**src/rtl/if_stage_pkg.sv**
```systemverilog
// if_stage_pkg: shared fetch-stage types and constants.
// Bus widths, default NOP/reset PC and FSM encodings.
package if_stage_pkg;

  localparam int XLEN = 32;

  typedef logic [XLEN-1:0] inst_t;
  typedef logic [XLEN-1:0] addr_t;

  localparam inst_t DEF_NOP_INST = 32'h0000_0013;
  localparam addr_t DEF_RESET_PC = 32'h0000_0000;

  typedef enum logic [1:0] {
    IDLE  = 2'b00,
    FETCH = 2'b01,
    FLUSH = 2'b10
  } fetch_state_e;

  typedef struct packed {
    addr_t pc;
    inst_t inst;
  } if_id_t;

  function automatic addr_t align_pc(addr_t a);
    return {a[XLEN-1:2], 2'b00};
  endfunction

endpackage

```
**src/rtl/if_stage_if.sv**
```systemverilog
// if_stage_if: instruction-memory bus plus
// decode-side handshake of the fetch stage.
interface if_stage_if;
  import if_stage_pkg::*;

  logic  imem_req_o;
  addr_t imem_addr_o;
  logic  imem_ack_i;
  inst_t imem_rdata_i;
  logic  stall_i;
  logic  redirect_i;
  addr_t redirect_pc_i;
  addr_t if_pc_o;
  inst_t if_inst_o;
  logic  if_valid_o;

  modport master (
    output imem_req_o,
    output imem_addr_o,
    input  imem_ack_i,
    input  imem_rdata_i,
    input  stall_i,
    input  redirect_i,
    input  redirect_pc_i,
    output if_pc_o,
    output if_inst_o,
    output if_valid_o
  );

  modport slave (
    input  imem_req_o,
    input  imem_addr_o,
    output imem_ack_i,
    output imem_rdata_i,
    output stall_i,
    output redirect_i,
    output redirect_pc_i,
    input  if_pc_o,
    input  if_inst_o,
    input  if_valid_o
  );

endinterface

```
**src/rtl/if_skid_buf.sv**
```systemverilog
// if_skid_buf: one-entry {pc,inst} holding buffer
// used while decode is stalled.
module if_skid_buf
  import if_stage_pkg::*;
(
  input  logic   clk,
  input  logic   rst,
  input  logic   flush,
  input  logic   load,
  input  logic   unload,
  input  if_id_t din,
  output logic   full,
  output if_id_t dout
);

  always_ff @(posedge clk) begin
    if (rst || flush) begin
      full <= 1'b0;
    end else if (load) begin
      full <= 1'b1;
    end else if (unload) begin
      full <= 1'b0;
    end
  end

  always_ff @(posedge clk) begin
    if (load) begin
      dout <= din;
    end
  end

endmodule

```
**src/rtl/if_stage.sv**
```systemverilog
// if_stage: instruction fetch FSM with output
// register and skid entry for decode back-pressure.
module if_stage
  import if_stage_pkg::*;
#(
  parameter addr_t RESET_PC = DEF_RESET_PC,
  parameter inst_t NOP_INST = DEF_NOP_INST
) (
  input  logic clk,
  input  logic rst,
  if_stage_if.master bus
);

  fetch_state_e state;
  addr_t  pc_q;
  addr_t  req_addr_q;
  logic   out_valid_q;
  if_id_t out_q;
  logic   skid_full;
  if_id_t skid_q;

  logic   ack;
  logic   redir;
  logic   deliver;
  logic   blocked;
  logic   unload;
  logic   skid_load;
  logic   skid_full_nxt;
  addr_t  tgt;
  addr_t  pc_inc;
  if_id_t fetched;

  // acks outside a live request are ignored
  assign ack     = (state != IDLE) && bus.imem_ack_i;
  assign redir   = bus.redirect_i;
  assign tgt     = align_pc(bus.redirect_pc_i);
  assign pc_inc  = pc_q + 32'd4;
  assign deliver = (state == FETCH) && ack && !redir;
  assign blocked = out_valid_q && bus.stall_i;
  assign fetched = {req_addr_q, bus.imem_rdata_i};

  assign unload    = skid_full && !blocked && !redir;
  assign skid_load = deliver && blocked;
  assign skid_full_nxt = !redir &&
    (skid_load || (skid_full && !unload));

  if_skid_buf u_skid (
    .clk    (clk),
    .rst    (rst),
    .flush  (redir),
    .load   (skid_load),
    .unload (unload),
    .din    (fetched),
    .full   (skid_full),
    .dout   (skid_q)
  );

  always_ff @(posedge clk) begin
    if (rst) begin
      out_valid_q <= 1'b0;
      out_q.pc    <= '0;
      out_q.inst  <= NOP_INST;
    end else if (redir) begin
      out_valid_q <= 1'b0;
      out_q.inst  <= NOP_INST;
    end else if (!blocked) begin
      if (skid_full) begin
        out_valid_q <= 1'b1;
        out_q       <= skid_q;
      end else if (deliver) begin
        out_valid_q <= 1'b1;
        out_q       <= fetched;
      end else begin
        out_valid_q <= 1'b0;
        out_q.inst  <= NOP_INST;
      end
    end
  end

  always_ff @(posedge clk) begin
    if (rst) begin
      state      <= IDLE;
      pc_q       <= RESET_PC;
      req_addr_q <= RESET_PC;
    end else begin
      unique case (state)
        IDLE: begin
          if (redir) begin
            pc_q       <= tgt;
            req_addr_q <= tgt;
            state      <= FETCH;
          end else if (!skid_full_nxt) begin
            req_addr_q <= pc_q;
            state      <= FETCH;
          end
        end
        FETCH: begin
          if (redir) begin
            pc_q <= tgt;
            if (ack) begin
              req_addr_q <= tgt;
            end else begin
              state <= FLUSH;
            end
          end else if (ack) begin
            pc_q <= pc_inc;
            if (skid_full_nxt) begin
              state <= IDLE;
            end else begin
              req_addr_q <= pc_inc;
            end
          end
        end
        FLUSH: begin
          // old request must finish before refetch
          if (redir) begin
            pc_q <= tgt;
          end
          if (ack) begin
            req_addr_q <= redir ? tgt : pc_q;
            state      <= FETCH;
          end
        end
        default: state <= IDLE;
      endcase
    end
  end

  assign bus.imem_req_o  = (state != IDLE);
  assign bus.imem_addr_o = req_addr_q;
  assign bus.if_valid_o  = out_valid_q;
  assign bus.if_pc_o     = out_q.pc;
  assign bus.if_inst_o   = out_q.inst;

endmodule

```
**src/flat_wrapper.sv**
```systemverilog
// flat-port wrapper written by rule: the top's interface ports become plain ports
module if_stage_flat import if_stage_pkg::*;
#(
  parameter addr_t RESET_PC = DEF_RESET_PC,
  parameter inst_t NOP_INST = DEF_NOP_INST
)
  (clk, rst, bus_imem_req_o, bus_imem_addr_o, bus_imem_ack_i, bus_imem_rdata_i, bus_stall_i, bus_redirect_i, bus_redirect_pc_i, bus_if_pc_o, bus_if_inst_o, bus_if_valid_o);
  if_stage_if bus_i ();
  input  logic clk;
  input  logic rst;
  output wire logic [$bits(bus_i.imem_req_o)-1:0] bus_imem_req_o;
  output wire logic [$bits(bus_i.imem_addr_o)-1:0] bus_imem_addr_o;
  input wire logic [$bits(bus_i.imem_ack_i)-1:0] bus_imem_ack_i;
  input wire logic [$bits(bus_i.imem_rdata_i)-1:0] bus_imem_rdata_i;
  input wire logic [$bits(bus_i.stall_i)-1:0] bus_stall_i;
  input wire logic [$bits(bus_i.redirect_i)-1:0] bus_redirect_i;
  input wire logic [$bits(bus_i.redirect_pc_i)-1:0] bus_redirect_pc_i;
  output wire logic [$bits(bus_i.if_pc_o)-1:0] bus_if_pc_o;
  output wire logic [$bits(bus_i.if_inst_o)-1:0] bus_if_inst_o;
  output wire logic [$bits(bus_i.if_valid_o)-1:0] bus_if_valid_o;
  assign bus_imem_req_o = bus_i.imem_req_o;
  assign bus_imem_addr_o = bus_i.imem_addr_o;
  assign bus_i.imem_ack_i = bus_imem_ack_i;
  assign bus_i.imem_rdata_i = bus_imem_rdata_i;
  assign bus_i.stall_i = bus_stall_i;
  assign bus_i.redirect_i = bus_redirect_i;
  assign bus_i.redirect_pc_i = bus_redirect_pc_i;
  assign bus_if_pc_o = bus_i.if_pc_o;
  assign bus_if_inst_o = bus_i.if_inst_o;
  assign bus_if_valid_o = bus_i.if_valid_o;
  if_stage #(.RESET_PC(RESET_PC), .NOP_INST(NOP_INST)) u_core (.clk(clk), .rst(rst), .bus(bus_i));
endmodule
```
**config.mk**
```make
export PLATFORM = sky130hd
export DESIGN_NAME = if_stage_flat
export DESIGN_NICKNAME = d
export VERILOG_FILES = /design/src/rtl/if_stage_pkg.sv /design/src/rtl/if_stage_if.sv /design/src/rtl/if_skid_buf.sv /design/src/rtl/if_stage.sv /design/src/flat_wrapper.sv
export SDC_FILE = /design/constraint.sdc
export NUM_CORES = 1
export LEC_CHECK = 0
export ABC_AREA = 0
export BUFFER_PORTS_ARGS = -buffer_cell sky130_fd_sc_hd__buf_2
export CAP_MARGIN = 15
export CORE_ASPECT_RATIO = 1.75
export CORE_MARGIN = 2
export CORE_UTILIZATION = 50
export DETAILED_ROUTE_END_ITERATION = 12
export GPL_ROUTABILITY_DRIVEN = 0
export PLACE_DENSITY = 0.74
export SLEW_MARGIN = 5
export SYNTH_ARGS = -nofsm -noshare
export SYNTH_HDL_FRONTEND = slang
export SYNTH_SLANG_ARGS = --single-unit
```
**constraint.sdc**
```tcl
create_clock -name clk -period 11.6 [get_ports clk]
set_clock_uncertainty 0.1 [all_clocks]
set_input_delay 0.58 -clock clk [delete_from_list [all_inputs] [get_ports clk]]
set_output_delay 0.58 -clock clk [all_outputs]
set_load 0.02 [all_outputs]
```
Word level (Yosys, flattened, before mapping)
Cells that the tools add are included.
{"block": "classes", "addsub": 1, "eq_ne": 9, "n_mux": 27, "n_bitwise": 2, "reduce_logical": 26}
{"cell": "32-bit two-way mux", "count": 12}
{"cell": "32-bit one-hot mux with 3 select lines", "count": 1}
{"cell": "64-bit two-way mux", "count": 1}
{"cell": "32-bit one-hot mux with 2 select lines", "count": 1}
{"cell": "32-bit by 3-bit adder with 32-bit output, second input constant", "count": 1}
{"cell": "2-bit two-way mux", "count": 7}
{"cell": "5-bit AND reduction", "count": 2}
{"cell": "1-bit logical AND", "count": 9}
{"cell": "3-bit inequality test, second input constant", "count": 3}
{"cell": "2-bit nonzero test", "count": 4}
{"cell": "3-bit by 2-bit inequality test with 1-bit output, second input constant", "count": 2}
{"cell": "2-bit one-hot mux with 3 select lines", "count": 1}
{"cell": "1-bit two-way mux", "count": 4}
{"cell": "2-bit by 1-bit inequality test with 1-bit output, second input constant", "count": 2}
{"cell": "2-bit OR reduction", "count": 2}
{"cell": "1-bit zero test", "count": 3}
{"cell": "3-bit AND reduction", "count": 1}
{"cell": "3-bit nonzero test", "count": 1}
{"cell": "2-bit by 1-bit equality test with 1-bit output, second input constant", "count": 1}
{"cell": "2-bit equality test, second input constant", "count": 1}
{"cell": "2-bit zero test", "count": 1}
{"cell": "1-bit logical OR", "count": 2}
{"cell": "1-bit NOT", "count": 2}
{"cell": "2-bit AND reduction", "count": 1}
{"block": "totals", "reg_bits": 196, "output_inout_bits": 98, "word_cells": 74}

Longest topological paths before layout
Gate-level depths: netlist of the first run.
{"block": "depth", "ltp_word": 12, "ltp_mapped": 9, "depth_no_buf": 6}

By module
Synthesis of the first run repeated with hierarchy kept, for this count alone.
{"block": "hier_totals", "hier_cells": 905, "hier_area_um2": 8959.8}
{"module": "if_stage", "instances": 1, "cells_each": 837, "area_per_inst_um2": 6993.0, "seq_area_each_um2": 2622.5}
{"module": "if_skid_buf", "instances": 1, "cells_each": 68, "area_per_inst_um2": 1966.9, "seq_area_each_um2": 1941.9}

Worst setup path after synthesis of the first run
No wires, ideal clock.
{"block": "synth_path", "path_type": "input port to flip-flop", "from": "input port bus_redirect_i", "to": "register u_core.u_skid.dout[0] (netlist name) (enable)", "setup_ns": 0.487, "t_arrival_ns": 3.878, "t_required_ns": 11.013, "setup_slack_ns": 7.136, "cell_stages": 5, "path_cell_list": "clkbuf_1 -> clkinv_1 -> nand3_1 -> clkbuf_1 -> nor2_1"}
{"block": "synth_via", "elab_chain_len": 3}
{"item": "start, declared", "line_no": "flat_wrapper.sv:16", "text": "input wire logic [$bits(bus_i.redirect_i)-1:0] bus_redirect_i;"}
{"item": "1-bit zero test", "line_no": "if_stage.sv:38", "text": "assign deliver = (state == FETCH) && ack && !redir;"}
{"item": "1-bit logical AND", "line_no": "if_stage.sv:38"}
{"item": "1-bit logical AND", "line_no": "if_stage.sv:43", "text": "assign skid_load = deliver && blocked;"}
{"item": "named net u_core.skid_load", "line_no": "if_stage.sv:27", "text": "logic skid_load;"}
{"item": "end signal, assigned", "line_no": "if_skid_buf.sv:28", "text": "dout <= din;"}
{"item": "end, declared", "line_no": "if_skid_buf.sv:13", "text": "output if_id_t dout"}
The timed path passes the listed nets, and every way through them passes these cells.
A chain may end at the register's enable or synchronous reset.

Worst setup path after layout of the first run
{"block": "layout_path", "from": "register u_core.state[0]", "to": "register u_core.u_skid.dout[31] (netlist name) (enable)"}
{"block": "layout_via", "elab_chain_len": 5, "word_cells_on_any_way": 6}
{"item": "start, declared", "line_no": "if_stage.sv:14", "text": "fetch_state_e state;"}
{"item": "start signal, assigned", "line_no": "if_stage.sv:82", "text": "state <= IDLE;"}
{"item": "start signal, assigned", "line_no": "if_stage.sv:91", "text": "state <= FETCH;"}
{"item": "start signal, assigned", "line_no": "if_stage.sv:94", "text": "state <= FETCH;"}
{"item": "2-bit nonzero test", "line_no": "if_stage.sv:34", "text": "assign ack = (state != IDLE) && bus.imem_ack_i;"}
{"item": "1-bit logical AND", "line_no": "if_stage.sv:34"}
{"item": "1-bit logical AND (*) (2 in a row)", "line_no": "if_stage.sv:38"}
{"item": "1-bit logical AND (*)", "line_no": "if_stage.sv:43"}
{"item": "named net u_core.skid_load", "line_no": "if_stage.sv:27"}
The timed path passes the listed nets; every way through them passes the cells marked *.

==> flow_summary.yaml, run 1 <==
yosys:
  synth_fp_nets: 970
  syn-cell-area_um2: 8727
  yosysUniqueCellTypes: 67
  synth_edf_count: 64
  ys.warnings.count: 0
  synthArstFlopShare: 0
  yosysSeqAreaShare: 0.5230
  syn_inst: 900
  ys_seq_elements: 196
  synth.avg_cell_area_um2: 9.697
  dominantRegCellSynth: "dfxtp_1"
drt:
  wl_met2_mm: 11.66
  first_iter_violations: 428
  dr.pass1.iters: 5
  ant_nets: 0
  wl_met3_mm: 1.107
  viasPerCell: 5.958
  drcViolationCount: 0
  num_vias: 7513
  wl_mm: 23.16
  wl_met1_mm: 9.465
  top_layer: "met4"
  wl_per_cell_um: 18.37
timing:
  fmax_ghz: 0.2380
  finalMaxSlewViolations: 0
  finalHoldViolCount: 0
  worst_pin_slew_ns: 1.116
  rsz0062_at_grt: "false"
  tns_ns: 0
  slew_headroom: 0.2512
  timing.final.crit_share: 0.3623
  setup_viol: 0
  fin_crit_ns: 4.202
pwr:
  p_total_mw: 1.478
  power.leakage_nw: 3.825
  power.density_nw_per_um2: 144.3
  ir_worst_vdd_v: 0.00007466
layout:
  nets: 1090
  fillers: 1561
  final_cells: 1261
  area_delta_synth_final_pct: 17.36
  layout-drive-gt1-share: 0.2246
worst_setup_path:
  end_kind: "flip-flop"
  crit_type: "flip-flop to flip-flop"
  required_ns: 11.57
  crit_path_start_kind: "flip-flop"
  cp_max_fo: 33
  cp.arrival_ns: 4.17
die:
  ios: 167
  core_um2: 17030
  placementRows: 63
  dieArea_um2: 18570
  die_y_um: 178.8
  die_w_um: 103.9
  start_util: 0.5126
clock_tree:
  cts_buffer_depth: 2
  postCtsSetupBuffers: 0
  cts-buffers-inserted: 17
  hold_buffers: 0
  cts-root-buf: "clkbuf_16"
  insertion_delay_ns: 0.43
  cts_tree: "built"
  clk_pin_slew_ns: 0.07
  numClockSinks: 196
  h-tree-depth: 4
  cts_resized: 0
global_route:
  grtUsageTotal: 0.2490
  grt_max_degree: 67
  antenna_found_initial: 0
  grt_pass1_wl_mm: 37.02
  overflow: 0
  grt_pass1_vias: 7369
placement:
  place_inst: 1228
  hpwl_mm: 15.96
  port_buffers: 164
worst_hold_path:
  hp-class: "input port to flip-flop"
run_status:
  status: "finished, final reports clean"
job:
  cap_violations: 0
layout make-up:
cell class              count  area, µm²  share of cell area
multi-input cells         614       3845              0.3754
inverters                   9      33.78            0.003298
clock buffers              21      450.4             0.04398
clock inverters            11      105.1             0.01026
flip-flops and latches    196       4566              0.4458
well taps                 227      284.0             0.02773
repair buffers            182      955.9             0.09333
diodes                      1      2.502           0.0002443
stage by stage:
| stage | cell area [µm²] | hold slack, ns | util | setup WS, ns |
|---|---|---|---|---|
| detailed placement | 9684 | 0.3554 | 0.5688 | 7.405 |
| global route | 10240 | 0.2271 | 0.6014 | 7.192 |
| finish | 10240 | 0.2456 | 0.6016 | 7.398 |
| global placement | 9684 | 0.3564 | 0.5688 | 7.473 |
| CTS | 10240 | 0.2294 | 0.6014 | 7.382 |
| floorplan | 8727 | 0.3484 | - | 7.136 |
per-layer routing:
metal,vias to the layer above,track usage
met3,66,0.03926
met4,0,0.1351
met1,3565,0.2944
li1,3627,-
met2,255,0.4342
met5,-,0
sequential cells by signal, summed over array words and instances (netlist names):
signal / count
u_core.state: 2
u_core.bus.if_inst_o: 32
u_core.u_skid.full: 1
u_core.u_skid.dout: 64
u_core.bus.imem_addr_o: 32
u_core.bus.if_valid_o: 1
u_core.bus.if_pc_o: 32
u_core.pc_q: 32
path summary, 6_finish.rpt:
kind,from,to,slack (ns),cells after the start
min reg2reg,u_core.bus.if_inst_o[0],u_core.bus.if_inst_o[0],0.37,2
min,bus_imem_rdata_i[18],u_core.u_skid.dout[18],0.25,1
max reg2reg,u_core.state[0],u_core.u_skid.dout[31],7.40,5
max,u_core.state[0],u_core.u_skid.dout[31],7.40,5
where the power goes:
| group | total [mW] | internal (mW) | leakage [nW] | switching, mW |
|---|---|---|---|---|
| Clock | 0.560 | 0.303 | 0.261 | 0.257 |
| Sequential | 0.760 | 0.731 | 1.65 | 0.0285 |
| Combinational | 0.158 | 0.0575 | 1.91 | 0.101 |
cells by family after synthesis:
group / Yosys count / share of synthesized area
and+or+nand+nor: 324 / 0.1878
AOI/OAI and AO/OA: 233 / 0.1868
DFF: 196 / 0.5230
buffers and inverters: 90 / 0.03928
muxes: 38 / 0.04358
xor gates and xnor gates: 18 / 0.01806
adders and majority gates: 1 / 0.001433
synth_stat cells, drive strengths merged, types with 3 or more instances:
cell type  count  share of area
xor2           8         0.0080
o221ai         4         0.0040
or4            3         0.0026
o31a           3         0.0030
a21o           3         0.0026
a32o           3         0.0034
and3           8         0.0057
a41oi          5         0.0050
a31oi         11         0.0079
o211ai         9         0.0077
o21ai         31          0.018
nand4         21          0.017
o31ai          4         0.0034
and2           4         0.0029
inv            8         0.0034
a22oi          5         0.0043
o22ai          3         0.0022
nand3         28          0.017
or3            3         0.0022
dfxtp        132           0.30
nor4          16          0.015
a2111oi        4         0.0047
and4           3         0.0030
a21oi         54          0.031
o221a          4         0.0052
edfxtp        64           0.22
nor2b          7         0.0050
clkbuf        71          0.031
xnor2         10          0.010
mux2i         38          0.044
o21a           4         0.0034
buf           10         0.0049
nand2b        13         0.0093
nor2         112          0.048
nand2         46          0.020
nor3          51          0.030
a211oi        38          0.033
a221oi        31          0.031
critical path, cell delays in order (launching register included):
cell	delay (ns)
dfxtp_1	0.31
buf_4	0.27
nor2b_2	0.91
nand3_1	0.73
nor2_4	0.96
buf_4	0.53
cell usage in the layout (no fill, tap or decap), types with 5 or more instances in the layout:
cell,count
inv_1,8
xnor2_1,10
edfxtp_1,64
nand4_1,19
o211ai_1,9
nand2_1,46
a31oi_1,11
buf_2,164
and3_1,8
xor2_1,8
nand2b_1,13
buf_4,18
mux2i_1,38
nand3_1,27
a211oi_1,38
a221oi_1,31
a21oi_1,54
clkbuf_16,17
a22oi_1,5
o21ai_0,29
nor2_1,110
a41oi_1,5
nor4_1,12
nor2b_1,6
dfxtp_1,131
nor3_1,50
Note: power is estimated with default switching activity, not from simulation.
==> inputs of run 2 (changes only) <==
==> constraint.sdc (replaced) <==
create_clock -name clk -period 4 [get_ports clk]
set_clock_uncertainty 0.1 [all_clocks]
set_input_delay 0.2 -clock clk [delete_from_list [all_inputs] [get_ports clk]]
set_output_delay 0.2 -clock clk [all_outputs]
set_load 0.02 [all_outputs]
==> run 2 against run 1 <==
  * Global-route usage rose by 0.53 points
  * Maximum frequency rose by 43%
  * First-iteration DRC count rose by 11%
  * Cell count rose by 3.9%
  * Count of clock-buffer cells in the layout fell by 2
  * Combinational power rose to 3.1 times the previous value
  * Critical endpoint is now u_core.bus.imem_addr_o[18]
  * Largest cell class unchanged
  * Highest routed layer unchanged
==> flow_summary.yaml, run 2 (synthesized netlist as in run 1, its figures left out) <==
run_status:
  status: "finished, final reports clean"
worst_setup_path:
  r2r_cells: 5
  critPathSlowestCell: "dfxtp_1"
  worstReg2RegStart: "u_core.state[0]"
  crit_path_start_kind: "flip-flop"
  critPathMostFrequentCell: "nor2_1"
  cp_max_fo: 37
  crit_type: "flip-flop to flip-flop"
  path_buf_inv: 1
  end_kind: "flip-flop"
  reg2reg_to: "u_core.bus.imem_addr_o[18]"
  critPathMaxStageDelay_ns: 0.92
  cp.arrival_ns: 3.14
  cp_top_family: "compound AO/OA/AOI/OAI gates"
  worstPathCellList: "nor2_1 -> inv_1 -> o221a_2 -> nor2_1 -> a2111oi_0"
  reg2reg_slack_ns: 1.05
  required_ns: 4.19
pwr:
  ir_worst_vdd_v: 0.0002334
  p_total_mw: 4.455
  power.density_nw_per_um2: 412.7
  power.leakage_nw: 4.076
global_route:
  grt_max_degree: 75
  overflow: 0
  grt_pass1_wl_mm: 38.21
  grtUsageTotal: 0.2543
  antenna_found_initial: 0
  grt_pass1_vias: 7587
layout:
  final_cells: 1310
  register_area_um2: 4566
  multi_input_comb_area_um2: 3842
  antenna_cells: 0
  layout_common_cells: "buf_2, dfxtp_1, nor2_1"
  layout-drive-gt1-share: 0.2207
  fin_area_um2: 10800
  largest-register: "u_core.u_skid.dout"
  nets: 1141
  largest_reg_flops: 64
  fillers: 1450
  postLayoutCoreUtil: 0.6340
  final_common_cell: "buf_2"
  area_delta_synth_final_pct: 23.70
timing:
  timing.final.crit_share: 0.7368
  worst_pin_slew_ns: 0.9144
  setup_viol: 0
  finalMaxSlewViolations: 0
  fin_ws_ns: 1.053
  fin_crit_ns: 2.947
  rsz0062_at_grt: "false"
  hold_ws_ns: 0.03313
  fmax_ghz: 0.3393
  finalHoldViolCount: 0
  slew_headroom: 0.3896
  tns_ns: 0
clock_tree:
  h-tree-depth: 4
  cts-root-buf: "clkbuf_16"
  insertion_delay_ns: 0.42
  numClockSinks: 196
  cts-buffers-inserted: 17
  postCtsSetupBuffers: 0
  cts_buffer_depth: 2
  cts_tree: "built"
  clk_pin_slew_ns: 0.07
drt:
  drcViolationCount: 0
  wl_mm: 23.68
  viasPerCell: 5.924
  wl_per_cell_um: 18.08
  dr.pass1.iters: 5
  ant_nets: 0
  first_iter_violations: 476
  num_vias: 7760
die:
  die_w_um: 103.9
  placementRows: 63
  start_util: 0.5126
  ios: 167
  core_um2: 17030
  die_y_um: 178.8
  dieArea_um2: 18570
placement:
  hpwl_mm: 16.04
  place_inst: 1234
  placed_cell_area_um2: 9739
  dp_slack_ns: 1.140
  port_buffers: 164
worst_hold_path:
  holdPathStages: 3
  hp-class: "input port to flip-flop"
  hold_end: "u_core.bus.imem_addr_o[15]"
  hp-start: "bus_redirect_pc_i[15]"
job:
  cap_violations: 0
## run 2: cell types whose count changed in the layout (fill, tap and decap cells not counted), sizes merged
| cell | delta |
|---|---|
| buf | +7 |
| bufinv | +2 |
| clkbuf | -2 |
| clkinvlp | -1 |
| diode | -1 |
| dlygate4sd3 | +44 |
## run 2: cell type report
cell class | instances | area share
inverters | 9 | 0.003129
clock buffers | 19 | 0.04207
repair buffers | 233 | 0.1354
clock inverters | 12 | 0.01426
flip-flops and latches | 196 | 0.4229
well taps | 227 | 0.02631
multi-input cells | 614 | 0.3559
## run 2: power breakdown
part           switching [mW]  internal [mW]
logic                   0.293          0.198
clock network           0.735           1.02
registers              0.0884           2.12
total                    1.12           3.34
## run 2: routing by layer
layer	GRT usage	vias to the layer above	part of all wire
met5	0	-	0
met3	0.04617	56	0.049
met2	0.4578	261	0.52
met4	0.1227	0	0.035
li1	-	3726	-
met1	0.2908	3717	0.39
## run 2: timing repair
item / 4_1_cts / 5_1_grt
endpoints found under the hold margin: 61 / 0
setup endpoints to repair: 0 / 0
gates resized for setup: 0 / 0
hold buffers: 44 / 0
## run 2: how the worst max path moves through the flow
stage,to,start,cells after the start
after floorplan,u_core.u_skid.dout[0],u_core.state[1],5
after global routing,u_core.bus.imem_addr_o[17],u_core.state[0],5
final,u_core.bus.imem_addr_o[18],u_core.state[0],5
after CTS,u_core.bus.imem_addr_o[18],u_core.state[0],5
after global placement,u_core.bus.imem_addr_o[18],u_core.state[0],5
after detailed placement,u_core.bus.imem_addr_o[18],u_core.state[0],5
## run 2: worst min-delay path: stages
cell     delay [ns]
buf_2          0.09
nor2_1         0.13
o41ai_1        0.09
==> inputs of run 3 (changes only) <==
--- a/config.mk
+++ b/config.mk
@@ -5,7 +5,7 @@
 export SDC_FILE = /design/constraint.sdc
 export NUM_CORES = 1
 export LEC_CHECK = 0
-export ABC_AREA = 0
+export ABC_AREA = 1
 export BUFFER_PORTS_ARGS = -buffer_cell sky130_fd_sc_hd__buf_2
 export CAP_MARGIN = 15
 export CORE_ASPECT_RATIO = 1.75
==> constraint.sdc (replaced) <==
create_clock -name clk -period 2.9 [get_ports clk]
set_clock_uncertainty 0.1 [all_clocks]
set_input_delay 0.145 -clock clk [delete_from_list [all_inputs] [get_ports clk]]
set_output_delay 0.145 -clock clk [all_outputs]
set_load 0.02 [all_outputs]
==> run 3 against run 2 <==
  * Sequential share of layout area shrank 1.1 points
  * Power increased by 46%
  * Design area up 2.7%
  * Synthesized cell count increased by 33%
  * Cell count is 23% higher
  * Non-clock buffer count down 10
  * Combinational power up 120%
==> flow_summary.yaml, run 3 <==
timing:
  finalMaxSlewViolations: 0
  fin_crit_ns: 2.119
  fin_ws_ns: 0.7806
  setup_viol: 0
  timing.final.crit_share: 0.7308
  worst_pin_slew_ns: 0.8094
  slew_headroom: 0.4598
  tns_ns: 0
  fmax_ghz: 0.4718
  finalHoldViolCount: 0
  rsz0062_at_grt: "false"
layout:
  area_delta_synth_final_pct: 21.32
  largest_reg_flops: 64
  fillers: 1640
  final_cells: 1616
  final_common_cell: "nand2_1"
  layout_common_cells: "nand2_1, buf_2, dfxtp_1"
  antenna_cells: 0
  largest-register: "u_core.u_skid.dout"
  layout-drive-gt1-share: 0.1729
  nets: 1439
worst_setup_path:
  cp_top_family: "simple AND/OR/NAND/NOR gates"
  crit_type: "flip-flop to flip-flop"
  critPathMaxStageDelay_ns: 0.41
  critPathMostFrequentCell: "nand3_2"
  required_ns: 3.13
  crit_path_start_kind: "flip-flop"
  path_buf_inv: 2
  cp_max_fo: 20
  critPathSlowestCell: "dfxtp_1"
  cp.arrival_ns: 2.35
  end_kind: "flip-flop"
  worstPathCellList: "buf_4 -> nand3_2 -> a21oi_2 -> nand3_2 -> nand3_4 -> inv_2 -> nand3_1 -> nand2_1"
placement:
  hpwl_mm: 16.88
  port_buffers: 164
  dp_slack_ns: 0.8292
  place_inst: 1541
pwr:
  power.leakage_nw: 4.460
  power_switching_mw: 2.003
  p_comb_frac: 0.166
  power.density_nw_per_um2: 587.6
  pwr-share-seq: 0.485
  switching_share: 0.3075
  ir_worst_vdd_v: 0.0003709
  clockPowerShare: 0.350
  p_total_mw: 6.514
  internal-power_mw: 4.511
drt:
  ant_nets: 0
  wl_per_cell_um: 16.01
  wl_mm: 25.87
  drcViolationCount: 0
  viasPerCell: 5.553
  dr.pass1.iters: 5
  first_iter_violations: 819
  num_vias: 8973
clock_tree:
  insertion_delay_ns: 0.44
  clk_pin_slew_ns: 0.08
  cts-buffers-inserted: 17
  numClockSinks: 196
  cts_tree: "built"
  cts_buffer_depth: 2
  cts-root-buf: "clkbuf_16"
  h-tree-depth: 4
global_route:
  overflow: 0
  grtUsageTotal: 0.2691
  grt_pass1_vias: 8520
  grt_pass1_wl_mm: 41.87
  antenna_found_initial: 0
  grt_max_degree: 70
yosys:
  synthArstFlopShare: 0
  yosysMostFrequentCell: "nand2_1"
  dominantRegCellSynth: "dfxtp_1"
  yosysSeqAreaShare: 0.4995
  ys_seq_elements: 196
  synth_fp_nets: 1270
  synth_xor_area_frac: 0
  ys.warnings.count: 0
  synthSimpleGateAreaFrac: 0.2730
  yosys.area.top_type: "dfxtp_1"
  syn-cell-area_um2: 9138
  synth.avg_cell_area_um2: 7.615
  synth_area_leaders: "dfxtp_1, edfxtp_1, nand2_1"
  synth_edf_count: 64
  synth_compound_area_frac: 0.1662
  synthAdderAreaFrac: 0.001369
  yosysUniqueCellTypes: 37
  synthMuxAreaShare: 0
  synthTopCellsByCount: "nand2_1, dfxtp_1, o21ai_0"
  synth_top_area_share: 0.2892
  synth_top_family_by_area: "simple AND/OR/NAND/NOR gates"
  syn_inst: 1200
job:
  cap_violations: 0
die:
  placementRows: 65
  dieArea_um2: 19420
  start_util: 0.5084
  die_w_um: 106.2
  die_y_um: 182.8
  ios: 167
  core_um2: 17970
worst_hold_path:
  hp-class: "input port to flip-flop"
run_status:
  status: "finished, final reports clean"
-- run 3: cell types whose count changed in the layout (fill, tap and decap cells not counted), moves of 13 or more --
cell,change
o21ai_0,+90
nand2b_1,-13
a221oi_1,-31
nor3_1,-45
nand2_1,+291
nand3_1,+67
a31oi_1,+50
mux2i_1,-38
inv_1,+41
a211oi_1,-36
-- run 3: cell families after synthesis --
kind of cell / Yosys count
AND/OR/NAND/NOR: 594
buffers and inverters: 131
AO/OA/AOI/OAI: 278
flip-flops: 196
adder cells (fa/ha/maj): 1
-- run 3: path summary, 6_finish.rpt --
| check | slack [ns] | end | start | depth (start not counted) |
|---|---|---|---|---|
| worst min register to register | 0.35 | u_core.pc_q[1] | u_core.pc_q[1] | 2 |
| worst max-delay path | 0.78 | u_core.bus.imem_addr_o[19] | u_core.state[0] | 8 |
| worst min-delay path | 0.02 | u_core.bus.imem_addr_o[16] | bus_redirect_pc_i[16] | 5 |
| worst max register to register | 0.78 | u_core.bus.imem_addr_o[19] | u_core.state[0] | 8 |
-- run 3: metrics by stage --
stage / utilization / hold WS, ns / instance area [µm²]
2_1_floorplan: - / 0.1141 / 9145
3_3_place_gp: 0.5612 / 0.2380 / 10090
3_5_place_dp: 0.5612 / 0.2392 / 10090
4_1_cts: 0.6168 / 0.005063 / 11090
5_1_grt: 0.6168 / 0.03508 / 11090
6_report: 0.6168 / 0.01785 / 11090
-- run 3: per-layer routing --
metal	routed length, µm	up-vias	part of all wire	track usage
met5	0	-	0	0
met4	1043	0	0.040	0.1432
met3	1533	63	0.059	0.04193
met2	12820	327	0.50	0.4692
met1	10470	4159	0.40	0.3147
li1	-	4424	-	-
-- run 3: power groups by stage --
stage / Clock, mW / Sequential [mW] / Combinational, mW
after detailed placement: 0 / 3.21 / 1.03
after floorplan: 0 / 3.28 / 0.598
final: 2.28 / 3.16 / 1.08
after global placement: 0 / 3.21 / 1.01
after global routing: 2.43 / 3.18 / 1.20
after CTS: 2.33 / 3.15 / 1.07
-- run 3: cell type report --
| class | instances | area (µm²) | area share |
|---|---|---|---|
| clock buffer | 17 | 425.4 | 0.03837 |
| sequential | 196 | 4566 | 0.4119 |
| inverter | 58 | 222.7 | 0.02009 |
| clock inverter | 15 | 143.9 | 0.01298 |
| timing repair buffer | 223 | 1396 | 0.1260 |
| tap | 234 | 292.8 | 0.02641 |
| multi-input combinational | 873 | 4039 | 0.3643 |
-- run 3: what timing repair did --
action                     in CTS  in global routing
hold buffers                   43                  0
hold endpoints to repair       81                  0
buffers inserted                0                  0
setup endpoints to repair       0                  0
gates resized for setup         0                  0
-- run 3: tightest hold or removal path, stage by stage --
cell and delay [ns]:
buf_2 0.08, nand2_1 0.09, nand3_1 0.10, nand3_1 0.07, nand2_1 0.05
